--- src/rtl/upack_pkg.sv ---
// Shared types and helpers for the packed-to-lane scatter block.
package upack_pkg;

  localparam int NUM_LANES = 4;
  localparam int SAMPLE_W  = 16;
  localparam int BUF_SLOTS = 8;

  typedef logic [1:0] lane_idx_t;
  typedef logic [2:0] count_t;

  function automatic count_t popcount4(input logic [NUM_LANES-1:0] mask);
    return {2'b00, mask[0]} + {2'b00, mask[1]} + {2'b00, mask[2]} + {2'b00, mask[3]};
  endfunction

endpackage

--- src/rtl/upack_lane_scatter_if.sv ---
// Packed input stream, per-lane output stream and channel enable mask.
interface upack_lane_scatter_if;
  import upack_pkg::*;

  logic [NUM_LANES-1:0]          enable;
  logic [NUM_LANES*SAMPLE_W-1:0] s_data;
  logic                          s_valid;
  logic                          s_ready;
  logic [NUM_LANES*SAMPLE_W-1:0] m_data;
  logic                          m_valid;
  logic                          m_ready;
  logic [NUM_LANES-1:0]          m_enable;

  modport master (
    output enable, s_data, s_valid, m_ready,
    input  s_ready, m_data, m_valid, m_enable
  );

  modport slave (
    input  enable, s_data, s_valid, m_ready,
    output s_ready, m_data, m_valid, m_enable
  );

endinterface

--- src/rtl/upack_lane_scatter_lane_map.sv ---
// Enable mask to per-lane buffer slot: the k-th set bit of the mask reads slot k.
module enable_to_lane_map
  import upack_pkg::*;
(
  input  logic [NUM_LANES-1:0]            mask,
  output lane_idx_t [NUM_LANES-1:0]       slot,
  output logic [NUM_LANES-1:0]            lane_valid
);

  always_comb begin
    logic [2:0] acc;
    acc        = '0;
    slot       = '0;
    lane_valid = mask;
    for (int i = 0; i < NUM_LANES; i++) begin
      slot[i] = acc[1:0];
      acc     = acc + {2'b00, mask[i]};
    end
  end

endmodule

--- src/rtl/upack_lane_scatter.sv ---
// Scatters a packed stream of enabled-channel samples back onto fixed per-channel lanes,
// carrying leftover samples across input words in an 8-slot sample buffer.
module upack_lane_scatter
  import upack_pkg::*;
(
  input  logic                 clk,
  input  logic                 reset,
  upack_lane_scatter_if.slave  bus
);

  logic [NUM_LANES-1:0] enable_q;
  count_t               count;
  logic [SAMPLE_W-1:0]  buffer   [BUF_SLOTS];
  logic [SAMPLE_W-1:0]  buf_next [BUF_SLOTS];
  count_t               count_next;
  count_t               n;
  count_t               base;
  logic                 out_fire;
  logic                 in_fire;
  logic                 flush;
  logic                 m_valid_c;
  logic                 s_ready_c;
  logic [NUM_LANES*SAMPLE_W-1:0] m_data_c;
  lane_idx_t [NUM_LANES-1:0]     slot;
  logic [NUM_LANES-1:0]          lane_valid;

  enable_to_lane_map u_map (
    .mask       (enable_q),
    .slot       (slot),
    .lane_valid (lane_valid)
  );

  assign n         = popcount4(enable_q);
  assign m_valid_c = (n != 3'd0) && (count >= n);
  // Accept also when this cycle's output pop frees enough room for a whole word.
  assign s_ready_c = (count <= 3'd3) ||
                     (bus.m_ready && (n != 3'd0) && (count >= n) && ((count - n) <= 3'd3));
  assign in_fire   = bus.s_valid && s_ready_c;
  assign out_fire  = m_valid_c && bus.m_ready;
  assign flush     = (bus.enable != enable_q);
  assign base      = out_fire ? (count - n) : count;

  always_comb begin
    logic [3:0] src;
    logic [2:0] dst;
    src = '0;
    dst = '0;
    for (int i = 0; i < BUF_SLOTS; i++) begin
      buf_next[i] = buffer[i];
    end
    if (out_fire) begin
      for (int i = 0; i < BUF_SLOTS; i++) begin
        src = 4'(i) + {1'b0, n};
        buf_next[i] = src[3] ? '0 : buffer[src[2:0]];
      end
    end
    if (in_fire && (n != 3'd0)) begin
      for (int j = 0; j < NUM_LANES; j++) begin
        dst = base + 3'(j);
        buf_next[dst] = bus.s_data[j*SAMPLE_W +: SAMPLE_W];
      end
    end
  end

  // Words arriving while no channel is enabled are consumed and dropped.
  always_comb begin
    count_next = base;
    if (in_fire && (n != 3'd0)) begin
      count_next = base + 3'd4;
    end
    if (flush) begin
      count_next = '0;
    end
  end

  always_ff @(posedge clk) begin
    if (reset) begin
      enable_q <= '0;
      count    <= '0;
      for (int i = 0; i < BUF_SLOTS; i++) begin
        buffer[i] <= '0;
      end
    end else begin
      enable_q <= bus.enable;
      count    <= count_next;
      for (int i = 0; i < BUF_SLOTS; i++) begin
        buffer[i] <= buf_next[i];
      end
    end
  end

  always_comb begin
    m_data_c = '0;
    for (int i = 0; i < NUM_LANES; i++) begin
      if (lane_valid[i]) begin
        m_data_c[i*SAMPLE_W +: SAMPLE_W] = buffer[{1'b0, slot[i]}];
      end
    end
  end

  assign bus.m_data   = m_data_c;
  assign bus.m_valid  = m_valid_c;
  assign bus.m_enable = enable_q;
  assign bus.s_ready  = s_ready_c;

endmodule
--- src/flat_wrapper.sv ---
// flat-port wrapper written by rule: the top's interface ports become plain ports
module upack_lane_scatter_flat import upack_pkg::*;
  (clk, reset, bus_enable, bus_s_data, bus_s_valid, bus_m_ready, bus_s_ready, bus_m_data, bus_m_valid, bus_m_enable);
  upack_lane_scatter_if bus_i ();
  input  logic clk;
  input  logic reset;
  input wire logic [$bits(bus_i.enable)-1:0] bus_enable;
  input wire logic [$bits(bus_i.s_data)-1:0] bus_s_data;
  input wire logic [$bits(bus_i.s_valid)-1:0] bus_s_valid;
  input wire logic [$bits(bus_i.m_ready)-1:0] bus_m_ready;
  output wire logic [$bits(bus_i.s_ready)-1:0] bus_s_ready;
  output wire logic [$bits(bus_i.m_data)-1:0] bus_m_data;
  output wire logic [$bits(bus_i.m_valid)-1:0] bus_m_valid;
  output wire logic [$bits(bus_i.m_enable)-1:0] bus_m_enable;
  assign bus_i.enable = bus_enable;
  assign bus_i.s_data = bus_s_data;
  assign bus_i.s_valid = bus_s_valid;
  assign bus_i.m_ready = bus_m_ready;
  assign bus_s_ready = bus_i.s_ready;
  assign bus_m_data = bus_i.m_data;
  assign bus_m_valid = bus_i.m_valid;
  assign bus_m_enable = bus_i.m_enable;
  upack_lane_scatter u_core (.clk(clk), .reset(reset), .bus(bus_i));
endmodule
--- config.mk ---
export PLATFORM = sky130hd
export DESIGN_NAME = upack_lane_scatter_flat
export DESIGN_NICKNAME = d
export VERILOG_FILES = /design/src/rtl/upack_pkg.sv /design/src/rtl/upack_lane_scatter_if.sv /design/src/rtl/upack_lane_scatter_lane_map.sv /design/src/rtl/upack_lane_scatter.sv /design/src/flat_wrapper.sv
export SDC_FILE = /design/constraint.sdc
export NUM_CORES = 1
export LEC_CHECK = 0
export ABC_CLOCK_PERIOD_IN_PS = 8650
export CAP_MARGIN = 0
export CORE_ASPECT_RATIO = 1.25
export CORE_MARGIN = 2
export CORE_UTILIZATION = 30
export CTS_CLUSTER_SIZE = 25
export DETAILED_ROUTE_END_ITERATION = 16
export GPL_TIMING_DRIVEN = 0
export PLACE_DENSITY = 0.46
export SYNTH_ARGS = -nofsm -noshare
export SYNTH_HDL_FRONTEND = slang
export SYNTH_SLANG_ARGS = --single-unit
--- constraint.sdc ---
create_clock -name clk -period 8.65 [get_ports clk]
set_input_delay 1.2975 -clock clk [delete_from_list [all_inputs] [get_ports clk]]
set_output_delay 1.2975 -clock clk [all_outputs]
set_load 0.02 [all_outputs]
* Word-level counts from Yosys, hierarchy flattened
Memory sizes are Yosys's and may differ from the RTL's. A register that Yosys moved wholly into a read port is not among the register bits.
Index checks and enable logic that the tools add are counted.
** Operators by class
- Add/sub/neg operators :: 15
- Multipliers :: 0
- Div/mod/pow operators :: 0
- $lt $le $gt $ge :: 11
- Equal/unequal tests :: 1
- Shift-type cells :: 0
- Multiplexer cells :: 39
- Bitwise gates (word level) :: 12
- Reductions and logical operators :: 14
** Operators with widths (number)
- 128-bit bitwise mux :: 4
- 16-bit 2-to-1 mux :: 23
- 128-bit 2-to-1 mux :: 2
- 16-bit demux with 3-bit select :: 4
- 3-bit by 3-bit adder with 4-bit output, first input constant :: 4
- 4-bit greater-or-equal comparator, second input constant :: 4
- 4-bit by 1-bit < comparator with 1-bit output, second input constant :: 4
- 3-bit inverter with 4-bit output :: 4
- 1-bit logical AND :: 11
- 3-bit 2-to-1 mux :: 3
- 2-bit by 3-bit adder with 4-bit output, first input constant :: 2
- 1-bit OR :: 8
- 3-bit by 1-bit adder with 3-bit output :: 2
- 3-bit by 2-bit adder with 3-bit output, second input constant :: 2
- 3-bit by 2-bit <= comparator with 1-bit output, second input constant :: 2
- 1-bit by 3-bit adder with 4-bit output, first input constant :: 1
- 4-bit != test :: 1
- 3-bit by 1-bit adder with 3-bit output, second input constant :: 1
- 3-bit adder, second input constant :: 1
- 3-bit greater-or-equal comparator :: 1
- 1-bit 2-to-1 mux :: 3
- 3-bit nonzero test :: 1
- 3-bit subtractor :: 1
- 1-bit by 1-bit adder with 2-bit output :: 1
- 2 further kinds :: 2
** Word-level totals
- Register bits after elaboration :: 7
- Bits in latches :: 0
- Memory bits (writable) :: 128
- ROM bits :: 0
- Output and inout bits :: 70
- Logic and storage cells :: 95
- Memories kept :: 1
** Memories
- u_core.buffer :: depth 8, width 16, read ports 19, clocked after Yosys merged registers in 1, write ports 8, RTL line upack_lane_scatter.sv:13 : logic [SAMPLE_W-1:0] buffer [BUF_SLOTS];

* Longest topological paths before layout
Gate-level depths: netlist of the first run.
- Word-level depth :: 18
- Depth in mapped cells :: 25
- Depth with buffers taken out :: 18

* Hierarchy
A second synthesis of the first run with hierarchy kept.
** Second synthesis, totals
- Cells, all modules :: 2127
- Area total of the unflattened synthesis :: 18539.0 um^2
** By module, submodules not included
- upack_lane_scatter :: times used 1, cells each 2116, area each 18442.7 um^2, sequential area each 2702.6 um^2
- enable_to_lane_map :: times used 1, cells each 11, area each 96.3 um^2, sequential area each 0.0 um^2

* Worst setup path after synthesis of the first run
OpenSTA, ideal clock, no wires.
- Path kind :: reg-to-reg
- Start point :: register u_core.enable_q[1] (netlist: u_core.bus.m_enable[1])
- End point :: memory u_core.buffer[2][7]
- Library setup time :: 0.134 ns
- Arrival time :: 5.981 ns
- Setup slack :: 2.535 ns
- Cell stages (with the launch flop) :: 26
- Path buffers :: 8
- Cell sequence :: dfxtp_1 ha_1 clkbuf_1 clkbuf_1 inv_1 fa_1 buf_2 nor2b_1 clkbuf_1 clkbuf_1 ha_1 nor2b_1 nand2_1 a21oi_1 clkbuf_1 nor2_1 a21oi_1 inv_1 ha_1 xnor2_1 xnor2_1 buf_2 nor2_1 clkbuf_1 a2111oi_0 a21oi_1
** RTL lines
- start, declared :: RTL line upack_lane_scatter.sv:11 : logic [NUM_LANES-1:0] enable_q;
- start signal, assigned :: RTL line upack_lane_scatter.sv:84 : enable_q <= bus.enable;
- end, declared :: RTL line upack_lane_scatter.sv:13

==> impl_results.md, run 1 <==
* Outcome: finished, violations left
* Failing checks: max-capacitance violations, max-slew violations
* Arrival time worst endpoint at 8.93 ns
* #FFs+latches synth at 135
* Max Slew Vio Count at 11
* Router iterations before antenna repair at 8
* Syn Area/Cell at 7.807 um2
* RSZ-0062 raised after global routing: false
* Floorplan row count at 96
* Pleak at 6.896 nW
* Post-DP HPWL at 101.7 mm
* Final Hold Viols at 0
* Period utilization at 99.46%
* Via-per-instance ratio at 7.068
* CP Launch Type: register
* Initial antenna violation count at 7
* Die X at 215.5 um
* Crit-path max FO at 11
* Yosys cell types at 81
* Die Ht at 268.4 um
* Power, Total at 4.468 mW
* Core area at 0.05513 mm2
* Largest net degree at the start of global routing at 17
* Synth Flop Type: dfxtp_1
* Rel. slew slack at -3.016%
* H-tree depth at 4
* Sequential area share after synthesis at 16.11%
* Worst VDD drop at 0.1655 mV
* Sink Count at 135
* CP Capture Type: register
* # Max-Cap Violations at 1
* WP data required at 8.98 ns
* Initial Utilization at 30.43%
* CTS Root Cell: clkbuf_16
* WL/cell at 41.37 um
* Slew @ Worst Pin at 1.540 ns
* Fin nets at 2375
* Final Skew at 0.01352 ns
* Area Overhead vs Synth at 17.12%
* Syn_nets at 2232
* Final GP Congestion at 1.049
* Post-CTS Setup Inserts at 0
* Synthesized area at 0.01678 mm2
* Fin crit period at 8.603 ns
* FFs w/ async S/R, synth at 0%
* Crit Path Class: reg2reg
* Vias in the first global route at 20488
* Most common cell in the netlist: a21oi_1
* Yosys top cell by area: dfxtp_1
* CTS buffer count at 17
* Top post-synthesis cells by area: dfxtp_1 16%, mux4_2 12%, mux2i_1 7.5%
* Yosys warns at 0
* Top-area cell type share of the netlist area at 16.11%
* Pwr dens at 227.4 mW/mm2
* Synth cell count leaders: 213 x a21oi_1, 172 x nor2_1, 171 x nand2_1, 158 x clkbuf_1, 135 x dfxtp_1
* Clk buf depth at 2
* Fin util at 35.64%
* Final setup violation count at 0
* Multi-input gate area at 0.01311 mm2
* IO Pins at 142
* Max Freq at 116.2 MHz
* Fillers at 5896
* Mapped Cells at 2149
* DRT iter0 DRCs at 3043
* Worst Hold Class: reg2reg
* Reg clk slew, reported paths at 0.08 ns
* Total wire length at 125.9 mm
* GRT overflow at 0
* Routed Antenna Nets at 0
* Global-route wire length before repair at 169.6 mm
* Worst hold slack at 0.8017 ns
* Post-synth EDFFs at 0
* Layout cells sized above 1 at 10.72%
* CTS tree: built
* Storage cell area at 0.002703 mm2
* Number of I/O port buffers at 125
* Setup TNS at 0 ns
* Vias at 21515
* Remaining DRCs at 0
* Die ar. at 0.05784 mm2
* Worst skew pair latency at 0.51 ns
* Total track usage at 42.64%
[final timing paths]
kind / endpoint / cells after the start / from / slack (ns)
worst max-delay path: u_core.buffer[3][15] / 21 / u_core.bus.m_enable[1] / 0.05
worst min-delay path: u_core.buffer[7][13] / 2 / u_core.buffer[7][13] / 0.80
worst max register to register: u_core.buffer[3][15] / 21 / u_core.bus.m_enable[1] / 0.05
worst min register to register: u_core.buffer[7][13] / 2 / u_core.buffer[7][13] / 0.80
[repair_timing]
action | CTS | global route
endpoints found under the setup margin | 129 | 77
gates resized for setup | 11 | 13
gates cloned | 0 | 0
hold buffers | 0 | 0
[worst max-delay path, cell delays in order (launching register included)]
cell and delay, ns:
dfxtp_1 0.62, ha_1 0.59, clkbuf_2 0.44, inv_1 0.10, fa_1 0.43, buf_2 0.24
nor2b_1 0.18, clkbuf_2 0.28, clkbuf_2 0.34, ha_1 0.41, nor2b_1 0.22, nand2_2 0.31
a21oi_4 0.49, clkbuf_2 0.50, nor2_1 0.08, a21oi_1 0.36, ha_1 0.32, xnor3_1 0.60
clkbuf_1 0.54, clkbuf_1 0.61, nor3_1 0.09, a211oi_1 0.64
[area by class of cell]
class                   instances  share of cell area, %
repair buffers                125                  6.367
flip-flops and latches        135                  13.75
clock inverters                13                 0.9424
diodes                          4                0.05094
clock buffers                  19                  2.254
well taps                     735                  4.680
plain buffers                 227                  4.661
inverters                      31                 0.5922
multi-input cells            1755                  66.70
[kinds of logic after synthesis]
family	Yosys count	synth area share (%)
AO/OA/AOI/OAI	865	36.47
XOR/XNOR	14	0.9397
adder cells (fa/ha/maj)	13	1.037
buffers and inverters	259	6.071
flip-flops	135	16.11
multiplexers	250	21.82
AND/OR/NAND/NOR	613	17.56
[metal layers]
| metal | track usage [%] | vias to the layer above | routed length [um] |
|---|---|---|---|
| li1 | - | 8758 | - |
| met1 | 50.09 | 10577 | 45750 |
| met2 | 69.33 | 1703 | 57500 |
| met3 | 11.11 | 477 | 13770 |
| met4 | 27.10 | 0 | 8909 |
| met5 | 0 | - | 0 |
[registers in the layout, indices dropped and copies added, names as in the netlist]
name                 count
u_core.buffer          128
u_core.bus.m_enable      4
u_core.count             3
[cell usage in the layout (no fill, tap or decap), types with 13 or more instances in the layout]
cell	n
mux2i_1	125
a22oi_1	49
o211ai_1	72
a211o_1	33
mux2_2	36
a221o_1	17
a21oi_1	210
dfxtp_1	135
a32o_1	13
a21o_1	21
and3_1	13
a32oi_1	21
nor3b_1	13
a211oi_1	18
nor3_1	43
nor2b_1	26
or2_2	14
nand2_1	170
buf_1	36
or3_1	33
a31oi_1	25
o22ai_1	18
nand3_1	28
buf_2	31
nand2b_1	17
clkdlybuf4s50_1	125
o31ai_1	16
o31a_1	16
clkbuf_16	17
a2111oi_0	42
mux4_2	89
inv_1	28
clkbuf_1	150
o2111ai_1	27
a221oi_1	50
a2bb2oi_1	34
and2_1	61
o21ai_0	107
nor2_1	170
[per-stage QoR]
stage                     setup WS (ns)  instances  cell area (um2)
after floorplan                   2.535       2149            16780
after global routing            0.02879       3040            19640
after global placement           -1.597       3009            18950
after detailed placement         -1.586       3009            18970
final                           0.04657       3044            19650
after CTS                      0.001369       3041            19630
[power by group]
| part | leakage (nW) | internal, mW | switching [mW] |
|---|---|---|---|
| Clock | 0.302 | 0.471 | 0.381 |
| Sequential | 1.11 | 0.723 | 0.289 |
| Combinational | 5.49 | 0.860 | 1.74 |
(Power assumes the default switching activity.)
==> inputs of run 2 (changes only) <==
Settings changed: CORE_MARGIN 2 to default, DONT_BUFFER_PORTS from default to 1, PLACE_DENSITY 0.46 to 0.43.
==> run 2 against run 1 <==
Against the previous run: combinational power fell by 5%; hold slack got worse by 0.0026 ns; sequential power barely moved; critical path type unchanged; largest cell class unchanged; via count fell by 2.6%; the run now ends clean; register-to-register slack improved by 0.22 ns.
==> impl_results.md, run 2 (synthesis results as in run 1) <==
* Core area at 0.05501 mm2 (-0.22%)
* CTS tree: built
* Die ar. at 0.05688 mm2 (-1.7%)
* Largest register FFs at 128 (unchanged)
* Part of the power in registers at 23.8% (+1.2 points)
* Reg clk slew, reported paths at 0.08 ns (about the same)
* Layout cells sized above 1 at 11.23% (+0.51 points)
* Worst VDD drop at 0.1255 mV (-24%)
* Arrival time worst endpoint at 8.78 ns (-0.15 ns)
* WL/cell at 42.66 um (+3.1%)
* CTS Root Cell: clkbuf_16
* Final GP Congestion at 1.083 (+3.2%)
* Post-DP HPWL at 98.26 mm (-3.4%)
* Vias in the first global route at 19670 (-4.0%)
* Logic gate share of total power at 56.7% (-1.6 points)
* Initial Utilization at 30.50% (+0.066 points)
* Clk buf depth at 2 (unchanged)
* Vias at 20963 (-2.6%)
* Initial antenna violation count at 11 (+4)
* Worst skew pair latency at 0.54 ns (+0.03 ns)
* Total track usage at 43.37% (+0.73 points)
* Max Slew Vio Count at 0 (-11)
* Placed cells at 2886 (-4.1%)
* Final instance area at 0.01838 mm2 (-6.4%)
* Rel. slew slack at 7.972% (+11 points)
* Final setup violation count at 0 (unchanged)
* Clock Power Share at 19.5% (+0.4 points)
* Net Sw Frac at 54.52% (+0.50 points)
* Routed Antenna Nets at 0 (unchanged)
* Remaining DRCs at 0 (unchanged)
* RSZ-0062 raised after global routing: false
* Area after DPL at 0.01773 mm2 (-6.5%)
* GRT overflow at 0 (unchanged)
* Crit-path max FO at 11 (unchanged)
* CP Capture Type: register
* # Max-Cap Violations at 0 (-1)
* WP data required at 9.04 ns (+0.06 ns)
* CTS buffer count at 17 (unchanged)
* Via-per-instance ratio at 7.182 (+1.6%)
* Sink Count at 135 (unchanged)
* Setup WS pre-CTS at -1.386 ns (+0.1999 ns)
* CTS Hold Bufs at 0 (unchanged)
* Final Hold Viols at 0 (unchanged)
* Floorplan row count at 96 (unchanged)
* DRT iter0 DRCs at 3537 (+16%)
* Die X at 213.5 um (-0.93%)
* Internal power at 1.980 mW (-3.6%)
* Crit Path Class: reg2reg
* Worst Hold Class: reg2reg
* Fin nets at 2252 (-5.2%)
* Slew @ Worst Pin at 1.371 ns (-0.1683 ns)
* Post-route insts no fill at 2919 (-4.1%)
* Max Freq at 119.3 MHz (+2.6%)
* Reg with most FFs: u_core.buffer
* Router iterations before antenna repair at 6 (-2)
* Pleak at 6.437 nW (-6.7%)
* Setup WS post-layout at 0.2666 ns (+0.2201 ns)
* Worst hold slack at 0.7991 ns (-0.002568 ns)
* Switching pwr at 2.373 mW (-1.7%)
* H-tree depth at 4 (unchanged)
* Total wire length at 124.5 mm (-1.1%)
* Most frequent cells in the layout: 211 x a21oi_1, 170 x nand2_1, 170 x nor2_1, 152 x clkbuf_1, 134 x dfxtp_1
* Largest net degree at the start of global routing at 17 (unchanged)
* Pwr dens at 236.8 mW/mm2 (+4.1%)
* IO Pins at 142 (unchanged)
* Final Skew at 0.02250 ns (+0.008975 ns)
* Fin crit period at 8.383 ns (-0.2201 ns)
* Outcome: finished clean
* Die Ht at 266.4 um (-0.75%)
* Area Overhead vs Synth at 9.576%
* Period utilization at 96.92% (-2.5 points)
* Global-route wire length before repair at 166.5 mm (-1.8%)
* Number of I/O port buffers at 0 (-100%)
* Commonest non-fill, non-tap cell in the layout: a21oi_1
* CP Launch Type: register
[run 2: cell count changes in the layout (fill, tap and decap cells not counted), moves of 2 or more]
cell and change:
diode_2 -2, inv_6 +2, clkbuf_1 +2, clkdlybuf4s50_1 -125
clkbuf_2 -2
[run 2: worst max-delay path, cell delays in order (launching register included)]
cell and delay [ns]:
dfxtp_2 0.52, ha_1 0.21, clkbuf_1 0.46, clkbuf_2 0.42
inv_1 0.10, fa_1 0.44, buf_2 0.29, nor2b_1 0.20
clkbuf_2 0.26, clkbuf_2 0.32, ha_1 0.43, nor2b_1 0.23
nand2_2 0.27, a21oi_2 0.50, clkbuf_2 0.46, nor2_1 0.07
a21oi_1 0.25, ha_1 0.31, xnor3_1 0.74, clkbuf_1 0.42
clkbuf_1 0.68, o32ai_1 0.15, nor2_1 0.12, o31a_1 0.38
[run 2: routing by layer]
| layer | track usage [%] | part of all wire (%) | vias to the layer above |
|---|---|---|---|
| li1 | - | - | 8479 |
| met3 | 13.90 | 12 | 485 |
| met4 | 28.30 | 7.8 | 14 |
| met2 | 65.69 | 43 | 1791 |
| met1 | 52.33 | 37 | 10194 |
| met5 | 0 | 0.068 | - |
[run 2: area by class of cell]
type / count / area (um2)
fillers: 5995 / 36630
clock buffers: 18 / 439.2
repair buffers: 2 / 18.77
multi-input cells: 1755 / 13100
plain buffers: 227 / 905.9
clock inverters: 14 / 176.4
inverters: 31 / 116.4
flip-flops and latches: 135 / 2704
diodes: 2 / 5.005
well taps: 735 / 919.6
[run 2: final timing paths]
path / startpoint / end / slack (ns) / depth (start not counted)
max: u_core.bus.m_enable[1] / u_core.buffer[3][14] / 0.27 / 23
min: u_core.buffer[7][12] / u_core.buffer[7][12] / 0.80 / 3
max reg2reg: u_core.bus.m_enable[1] / u_core.buffer[3][14] / 0.27 / 23
min reg2reg: u_core.buffer[7][12] / u_core.buffer[7][12] / 0.80 / 3
[run 2: repair_timing]
| action | CTS | global route |
|---|---|---|
| setup buffers | 0 | 0 |
| gates resized for setup | 9 | 7 |
| setup endpoints to repair | 128 | 62 |
[run 2: metrics by stage]
stage	util, %	total power [mW]	setup TNS (ns)
finish	33.42	4.353	0
global route	33.41	4.433	0
CTS	33.39	4.211	0
detailed placement	32.23	3.354	-73.23
global placement	32.17	3.347	-58.91
floorplan	-	2.348	0
[run 2: power groups by stage]
stage                     Sequential [mW]  Combinational, mW  Clock [mW]
after floorplan                     0.836               1.51           0
after CTS                            1.00               2.35       0.857
after global placement               1.01               2.33           0
final                                1.03               2.47       0.850
after detailed placement             1.02               2.34           0
after global routing                 1.03               2.53       0.879
